### src/rtl/mdu_iter.sv
// Iterative multiply/divide unit: MULT/MULTU (shift-add) and DIV/DIVU (restoring),
// one bit per cycle, delivering {HI,LO} as a single-cycle double-write pulse.
module mdu_iter #(
    parameter int DATA_WIDTH = 32,
    parameter int ITER       = 32
) (
    input  logic                    clk,
    input  logic                    rstn,
    input  logic                    start,
    input  logic [1:0]              op,
    input  logic [DATA_WIDTH-1:0]   src_a,
    input  logic [DATA_WIDTH-1:0]   src_b,
    input  logic                    cancel,
    output logic                    busy,
    output logic                    double_en,
    output logic [2*DATA_WIDTH-1:0] double_wdata
);

    localparam int W  = DATA_WIDTH;
    localparam int CW = $clog2(ITER);
    localparam logic [CW-1:0] LAST = CW'(ITER - 1);

    // Handshake: start is taken only in IDLE without cancel; busy covers CALC and
    // DONE; double_en pulses for the single DONE cycle with double_wdata valid.
    typedef enum logic [1:0] {IDLE, CALC, DONE} state_t;

    state_t          state, state_nxt;
    logic [CW-1:0]   cnt;
    logic            is_div;
    logic            neg_q;
    logic            neg_r;
    logic [W-1:0]    opnd;
    logic [2*W-1:0]  acc;

    logic            signed_op, sa, sb;
    logic [W-1:0]    mag_a, mag_b;
    logic [W:0]      sum, sh, diff;
    logic [2*W-1:0]  acc_step;
    logic [W-1:0]    hi_f, lo_f;
    logic [2*W-1:0]  res;

    always_comb begin
        signed_op = ~op[0];
        sa        = signed_op & src_a[W-1];
        sb        = signed_op & src_b[W-1];
        mag_a     = sa ? -src_a : src_a;
        mag_b     = sb ? -src_b : src_b;
    end

    // acc holds {partial product, multiplier} for multiply, {remainder, dividend} for divide.
    always_comb begin
        sum  = {1'b0, acc[2*W-1:W]} + (acc[0] ? {1'b0, opnd} : '0);
        sh   = {acc[2*W-1:W], acc[W-1]};
        diff = sh - {1'b0, opnd};
        if (is_div) begin
            if (!diff[W]) acc_step = {diff[W-1:0], acc[W-2:0], 1'b1};
            else          acc_step = {sh[W-1:0],   acc[W-2:0], 1'b0};
        end else begin
            acc_step = {sum, acc[W-1:1]};
        end
        hi_f = neg_r ? -acc_step[2*W-1:W] : acc_step[2*W-1:W];
        lo_f = neg_q ? -acc_step[W-1:0]   : acc_step[W-1:0];
        if (is_div) res = {hi_f, lo_f};
        else        res = neg_q ? -acc_step : acc_step;
    end

    always_ff @(posedge clk) begin
        if (!rstn) state <= IDLE;
        else       state <= state_nxt;
    end

    always_comb begin
        state_nxt = state;
        case (state)
            IDLE:    if (start && !cancel) state_nxt = CALC;
            CALC: begin
                if (cancel)           state_nxt = IDLE;
                else if (cnt == LAST) state_nxt = DONE;
            end
            DONE:    state_nxt = IDLE;
            default: state_nxt = IDLE;
        endcase
    end

    always_ff @(posedge clk) begin
        if (!rstn) begin
            cnt          <= '0;
            is_div       <= 1'b0;
            neg_q        <= 1'b0;
            neg_r        <= 1'b0;
            opnd         <= '0;
            acc          <= '0;
            busy         <= 1'b0;
            double_en    <= 1'b0;
            double_wdata <= '0;
        end else begin
            busy      <= (state_nxt != IDLE);
            double_en <= (state_nxt == DONE);
            case (state)
                IDLE: begin
                    if (start && !cancel) begin
                        cnt    <= '0;
                        is_div <= op[1];
                        // A zero divisor leaves the all-ones quotient unsigned.
                        neg_q  <= (sa ^ sb) & ~(op[1] & (src_b == '0));
                        neg_r  <= sa;
                        opnd   <= op[1] ? mag_b : mag_a;
                        acc    <= {{W{1'b0}}, op[1] ? mag_a : mag_b};
                    end
                end
                CALC: begin
                    acc <= acc_step;
                    cnt <= cnt + 1'b1;
                    if (state_nxt == DONE) double_wdata <= res;
                end
                default: ;
            endcase
        end
    end

endmodule

### config.mk
export PLATFORM = sky130hd
export DESIGN_NAME = mdu_iter
export DESIGN_NICKNAME = d
export VERILOG_FILES = /design/src/rtl/mdu_iter.sv
export SDC_FILE = /design/constraint.sdc
export NUM_CORES = 1
export LEC_CHECK = 0
export ABC_CLOCK_PERIOD_IN_PS = 6700
export CAP_MARGIN = 10
export CORE_MARGIN = 2
export CORE_UTILIZATION = 50
export CTS_CLUSTER_SIZE = 12
export DETAILED_ROUTE_END_ITERATION = 8
export PLACE_DENSITY = 0.78
export REMOVE_ABC_BUFFERS = 1
export SYNTH_ARGS = -nofsm -noshare
export SYNTH_HDL_FRONTEND = slang
export SYNTH_SLANG_ARGS = --single-unit
### constraint.sdc
create_clock -name clk -period 6.7 [get_ports clk]
set_input_delay 2.01 -clock clk [delete_from_list [all_inputs] [get_ports clk]]
set_output_delay 2.01 -clock clk [all_outputs]
set_load 0.005 [all_outputs]
==> results.py <==
metrics = {
    "yosys": {
        "count_of_flip_flops_with_a_built_in_enable_after_synthesis": 0,
        "sequential_fraction_of_the_synthesis_area": 0.226,
        "synth_top_flop_cell": "sky130_fd_sc_hd__dfxtp_1",
        "asyncSetResetFlopFracSynth": 0,
        "syn_avg_cell_area_sq_um": 7.07,
        "yosys_warnings": 0,
        "synth.distinct_cells": 97,
        "synthCells": 2159,
        "synth_top_cell_by_area": "sky130_fd_sc_hd__dfxtp_1",
        "share_of_the_synthesized_area_in_the_top_cell_type": 0.226,
        "synth.mux.area_fraction": 0.0316,
        "post_synth_xor_area_fraction": 0.0895,
        "synthesis.area_sq_um": 15300,
        "synthAdderAreaFrac": 0.0600,
        "synth_simple_gate_area_share": 0.257,
        "ys_ff_latch": 172,
        "synth_compound_gate_area_share": 0.282,
        "largest_family_of_logic_cells_by_synthesized_area": "compound AO/OA/AOI/OAI gates",
        "synth.area.top_cells": "sky130_fd_sc_hd__dfxtp_1 23%, sky130_fd_sc_hd__a21oi_1 7.6%, sky130_fd_sc_hd__nand2_1 6.9%, sky130_fd_sc_hd__nor2_1 6.5%, sky130_fd_sc_hd__ha_1 5.7%",
    },
    "global_route": {
        "grt_pass1_wl_microns": 85800,
        "globalRouteTotalUtil": 0.347,
        "grt_start_max_net_pins": 97,
        "antenna_found_initial": 0,
        "grt_pass1_vias": 15300,
        "gr-total-overflow": 0,
    },
    "cts": {
        "post_cts_buffers": 0,
        "clk_transition_reported_paths_ns": 0.07,
        "hold_buf_count_cts": 0,
        "numClockSinks": 172,
        "cts.path.max_buffers": 2,
        "htree_levels": 4,
        "ctsResizeCount": 0,
        "clk_latency_ns": 0.47,
        "cts_tree": "yes",
        "cts_root_buffer": "sky130_fd_sc_hd__clkbuf_16",
        "clock_buffers_created_by_tritoncts": 17,
    },
    "worst_setup_path": {
        "critPathRequiredTime_ns": 7.05,
        "endpoint_of_the_most_critical_setup_path": "double_wdata[54]$_SDFFE_PN0P_",
        "setup.worst_path.class": "register to register",
        "worst_setup_path_startpoint": "acc[31]$_SDFFE_PN0P_",
        "critical_path.reg2reg.startpoint": "acc[31]$_SDFFE_PN0P_",
        "worstReg2RegEnd": "double_wdata[54]$_SDFFE_PN0P_",
        "worst-r2r-cell-count": 23,
        "critical_path.max_fanout": 5,
        "critical_path.startpoint_type": "register",
        "setup.worst_path.end_class": "register",
        "reg2reg_slack_ns": 0.96,
        "cp.arrival_ns": 6.09,
    },
    "timing": {
        "layout_min_cycle_time_ns": 5.74,
        "timing_hold_violations_final": 0,
        "fin_skew_ns": 0.0129,
        "grt_setup_unrepaired": "false",
        "worst-slew-pin-transition_ns": 1.22,
        "setup_violations": 0,
        "clock.fmax_ghz": 0.174,
        "finalHoldWorstSlack_ns": 0.452,
        "max-slew-margin-rel": 0.168,
        "finalMaxSlewViolations": 0,
        "min_period_over_period": 0.857,
    },
    "power": {
        "total_design_power_uw": 3010,
        "power_report.internal_total_uw": 1920,
        "net-switching-power_uw": 1100,
        "total_leakage_power_uw": 0.00666,
        "comb_power_share": 0.300,
        "p_clk_frac": 0.341,
        "swShare": 0.364,
        "ir_drop_mv": 0.201,
        "cellPowerDensity_nw_per_um2": 173,
        "seq_power_share": 0.359,
    },
    "floorplanning": {
        "floorplan.initialDensity": 0.511,
        "dieArea_sq_um": 31900,
        "placementRows": 63,
        "die_width_microns": 179,
        "pin_count": 136,
        "fp.coreArea_sq_um": 29900,
        "die_h_microns": 179,
    },
    "placement": {
        "place_hpwl_microns": 42000,
        "place_inst": 2581,
        "post_dp_cell_area_sq_um": 16800,
        "port_buffers": 135,
        "place_congestion": 0.972,
    },
    "cells_and_area": {
        "area.growth.synth_to_final_pct": 14.2,
        "layout-drive-gt1-share": 0.0598,
        "multiInputGateArea_sq_um": 11000,
        "layout.cells.non_filler": 2613,
        "antenna_cells": 0,
        "layout.core_utilization": 0.583,
        "fill_cells": 2857,
        "final_design_area_no_fill_sq_um": 17400,
        "design.final.nets": 2352,
        "final-seq-area_sq_um": 3450,
    },
    "min_path": {
        "min_path_type": "register to register",
    },
    "route": {
        "num_vias": 16700,
        "drtPass1Iterations": 5,
        "ant_nets": 0,
        "vias_per_cell": 6.40,
        "avgRoutedWirePerCell_microns": 21.5,
        "drt_drc_violations_left": 0,
        "totalWireLength_microns": 56100,
        "initialDrtViolationCount": 1953,
    },
    "status": {
        "status": "finished clean",
    },
    "run": {
        "cap_violations": 0,
    },
}
-- layout by cell type (no fill, tap or decap), types with 16 or more instances in the layout --
cell / n
sky130_fd_sc_hd__o211ai_1: 49
sky130_fd_sc_hd__nor3_1: 51
sky130_fd_sc_hd__dfxtp_1: 171
sky130_fd_sc_hd__mux2i_1: 28
sky130_fd_sc_hd__a221oi_1: 25
sky130_fd_sc_hd__nand3_1: 55
sky130_fd_sc_hd__o31ai_1: 20
sky130_fd_sc_hd__inv_1: 62
sky130_fd_sc_hd__o21ai_0: 108
sky130_fd_sc_hd__nand2_1: 281
sky130_fd_sc_hd__xnor2_1: 83
sky130_fd_sc_hd__and3_1: 23
sky130_fd_sc_hd__mux2_2: 18
sky130_fd_sc_hd__xor2_1: 73
sky130_fd_sc_hd__and2_1: 42
sky130_fd_sc_hd__nor2b_1: 16
sky130_fd_sc_hd__buf_4: 35
sky130_fd_sc_hd__a211oi_1: 37
sky130_fd_sc_hd__a21oi_1: 232
sky130_fd_sc_hd__clkbuf_16: 18
sky130_fd_sc_hd__nor2_1: 263
sky130_fd_sc_hd__nand4_1: 17
sky130_fd_sc_hd__ha_1: 70
sky130_fd_sc_hd__a31oi_1: 41
sky130_fd_sc_hd__a21o_1: 29
sky130_fd_sc_hd__clkdlybuf4s50_1: 134
-- worst min path at each step --
| stage | start | to | cells after the start |
|---|---|---|---|
| final | double_wdata[6]$_SDFFE_PN0P_ | double_wdata[6]$_SDFFE_PN0P_ | 2 |
| after global routing | double_wdata[16]$_SDFFE_PN0P_ | double_wdata[16]$_SDFFE_PN0P_ | 2 |
| after CTS | double_wdata[56]$_SDFFE_PN0P_ | double_wdata[56]$_SDFFE_PN0P_ | 2 |
| after detailed placement | double_wdata[42]$_SDFFE_PN0P_ | double_wdata[42]$_SDFFE_PN0P_ | 2 |
| after global placement | double_wdata[56]$_SDFFE_PN0P_ | double_wdata[56]$_SDFFE_PN0P_ | 2 |
| after floorplan | opnd[11]$_SDFFE_PN0P_ | opnd[11]$_SDFFE_PN0P_ | 2 |
-- through the flow --
step	worst slack (ns)	TNS (ns)
2_1_floorplan	-2.60	-107.41
3_3_place_gp	1.23	0
3_5_place_dp	1.13	0
4_1_cts	1.13	0
5_1_grt	0.730	0
6_report	0.961	0
-- logic make-up after synthesis --
| group | after synthesis |
|---|---|
| flops | 172 |
| compound gates | 666 |
| xor+xnor | 156 |
| fa+ha+maj | 72 |
| mux | 46 |
| buf+inv | 205 |
| simple gates | 842 |
-- sequential cells by signal, indices dropped and copies added (netlist names) --
name	count
double_en	1
cnt	5
neg_r	1
busy	1
neg_q	1
is_div	1
double_wdata	64
state	2
opnd	32
acc	64
-- critical path: stages, from the launching register on --
cell	delay, ns
sky130_fd_sc_hd__dfxtp_1	0.40
sky130_fd_sc_hd__inv_1	0.12
sky130_fd_sc_hd__ha_1	0.23
sky130_fd_sc_hd__fa_1	0.41
sky130_fd_sc_hd__nor2b_1	0.29
sky130_fd_sc_hd__o211ai_1	0.20
sky130_fd_sc_hd__a21oi_1	0.34
sky130_fd_sc_hd__o211a_1	0.30
sky130_fd_sc_hd__a211o_1	0.15
sky130_fd_sc_hd__nor2_1	0.09
sky130_fd_sc_hd__a21oi_1	0.26
sky130_fd_sc_hd__ha_1	0.24
sky130_fd_sc_hd__o211ai_1	0.13
sky130_fd_sc_hd__or2_1	0.31
sky130_fd_sc_hd__or3_1	0.44
sky130_fd_sc_hd__nor4_1	0.21
sky130_fd_sc_hd__buf_4	0.19
sky130_fd_sc_hd__and3_1	0.24
sky130_fd_sc_hd__nand3b_4	0.11
sky130_fd_sc_hd__nor4b_2	0.28
sky130_fd_sc_hd__o22ai_1	0.14
sky130_fd_sc_hd__nor3_2	0.21
sky130_fd_sc_hd__nor3b_1	0.07
sky130_fd_sc_hd__a221o_1	0.26
-- synthesized netlist by cell type (37+ instances only) --
cell / instances
sky130_fd_sc_hd__nand3_1: 56
sky130_fd_sc_hd__o211ai_1: 49
sky130_fd_sc_hd__clkbuf_1: 98
sky130_fd_sc_hd__o21ai_0: 108
sky130_fd_sc_hd__a31oi_1: 41
sky130_fd_sc_hd__xnor2_1: 83
sky130_fd_sc_hd__ha_1: 70
sky130_fd_sc_hd__nor2_1: 264
sky130_fd_sc_hd__and2_1: 42
sky130_fd_sc_hd__nand2_1: 281
sky130_fd_sc_hd__dfxtp_1: 172
sky130_fd_sc_hd__nor3_1: 51
sky130_fd_sc_hd__xor2_1: 73
sky130_fd_sc_hd__inv_1: 64
sky130_fd_sc_hd__a21oi_1: 232
sky130_fd_sc_hd__a211oi_1: 37
-- power groups by stage --
| stage | sequential [uW] | clock, uW | combinational, uW |
|---|---|---|---|
| after global routing | 1090 | 1070 | 975 |
| after CTS | 1080 | 1030 | 881 |
| after detailed placement | 1110 | 0 | 873 |
| final | 1080 | 1030 | 905 |
| after floorplan | 1100 | 0 | 578 |
| after global placement | 1100 | 0 | 870 |
-- per-layer routing --
metal,vias to the layer above,track usage,wire (microns)
met5,-,0,0
met1,7934,0.483,25000
met4,0,0.128,1980
met2,809,0.539,24600
li1,7858,-,-
met3,113,0.0556,4510
-- cell type report --
type,count,share of cell area
clock buffers,18,0.0259
clock inverters,14,0.00761
inverters,66,0.0144
multi-input cells,1782,0.633
flip-flops and latches,172,0.198
well taps,390,0.0280
repair buffers,171,0.0935
No activity file was read; power rests on OpenSTA's default activity.
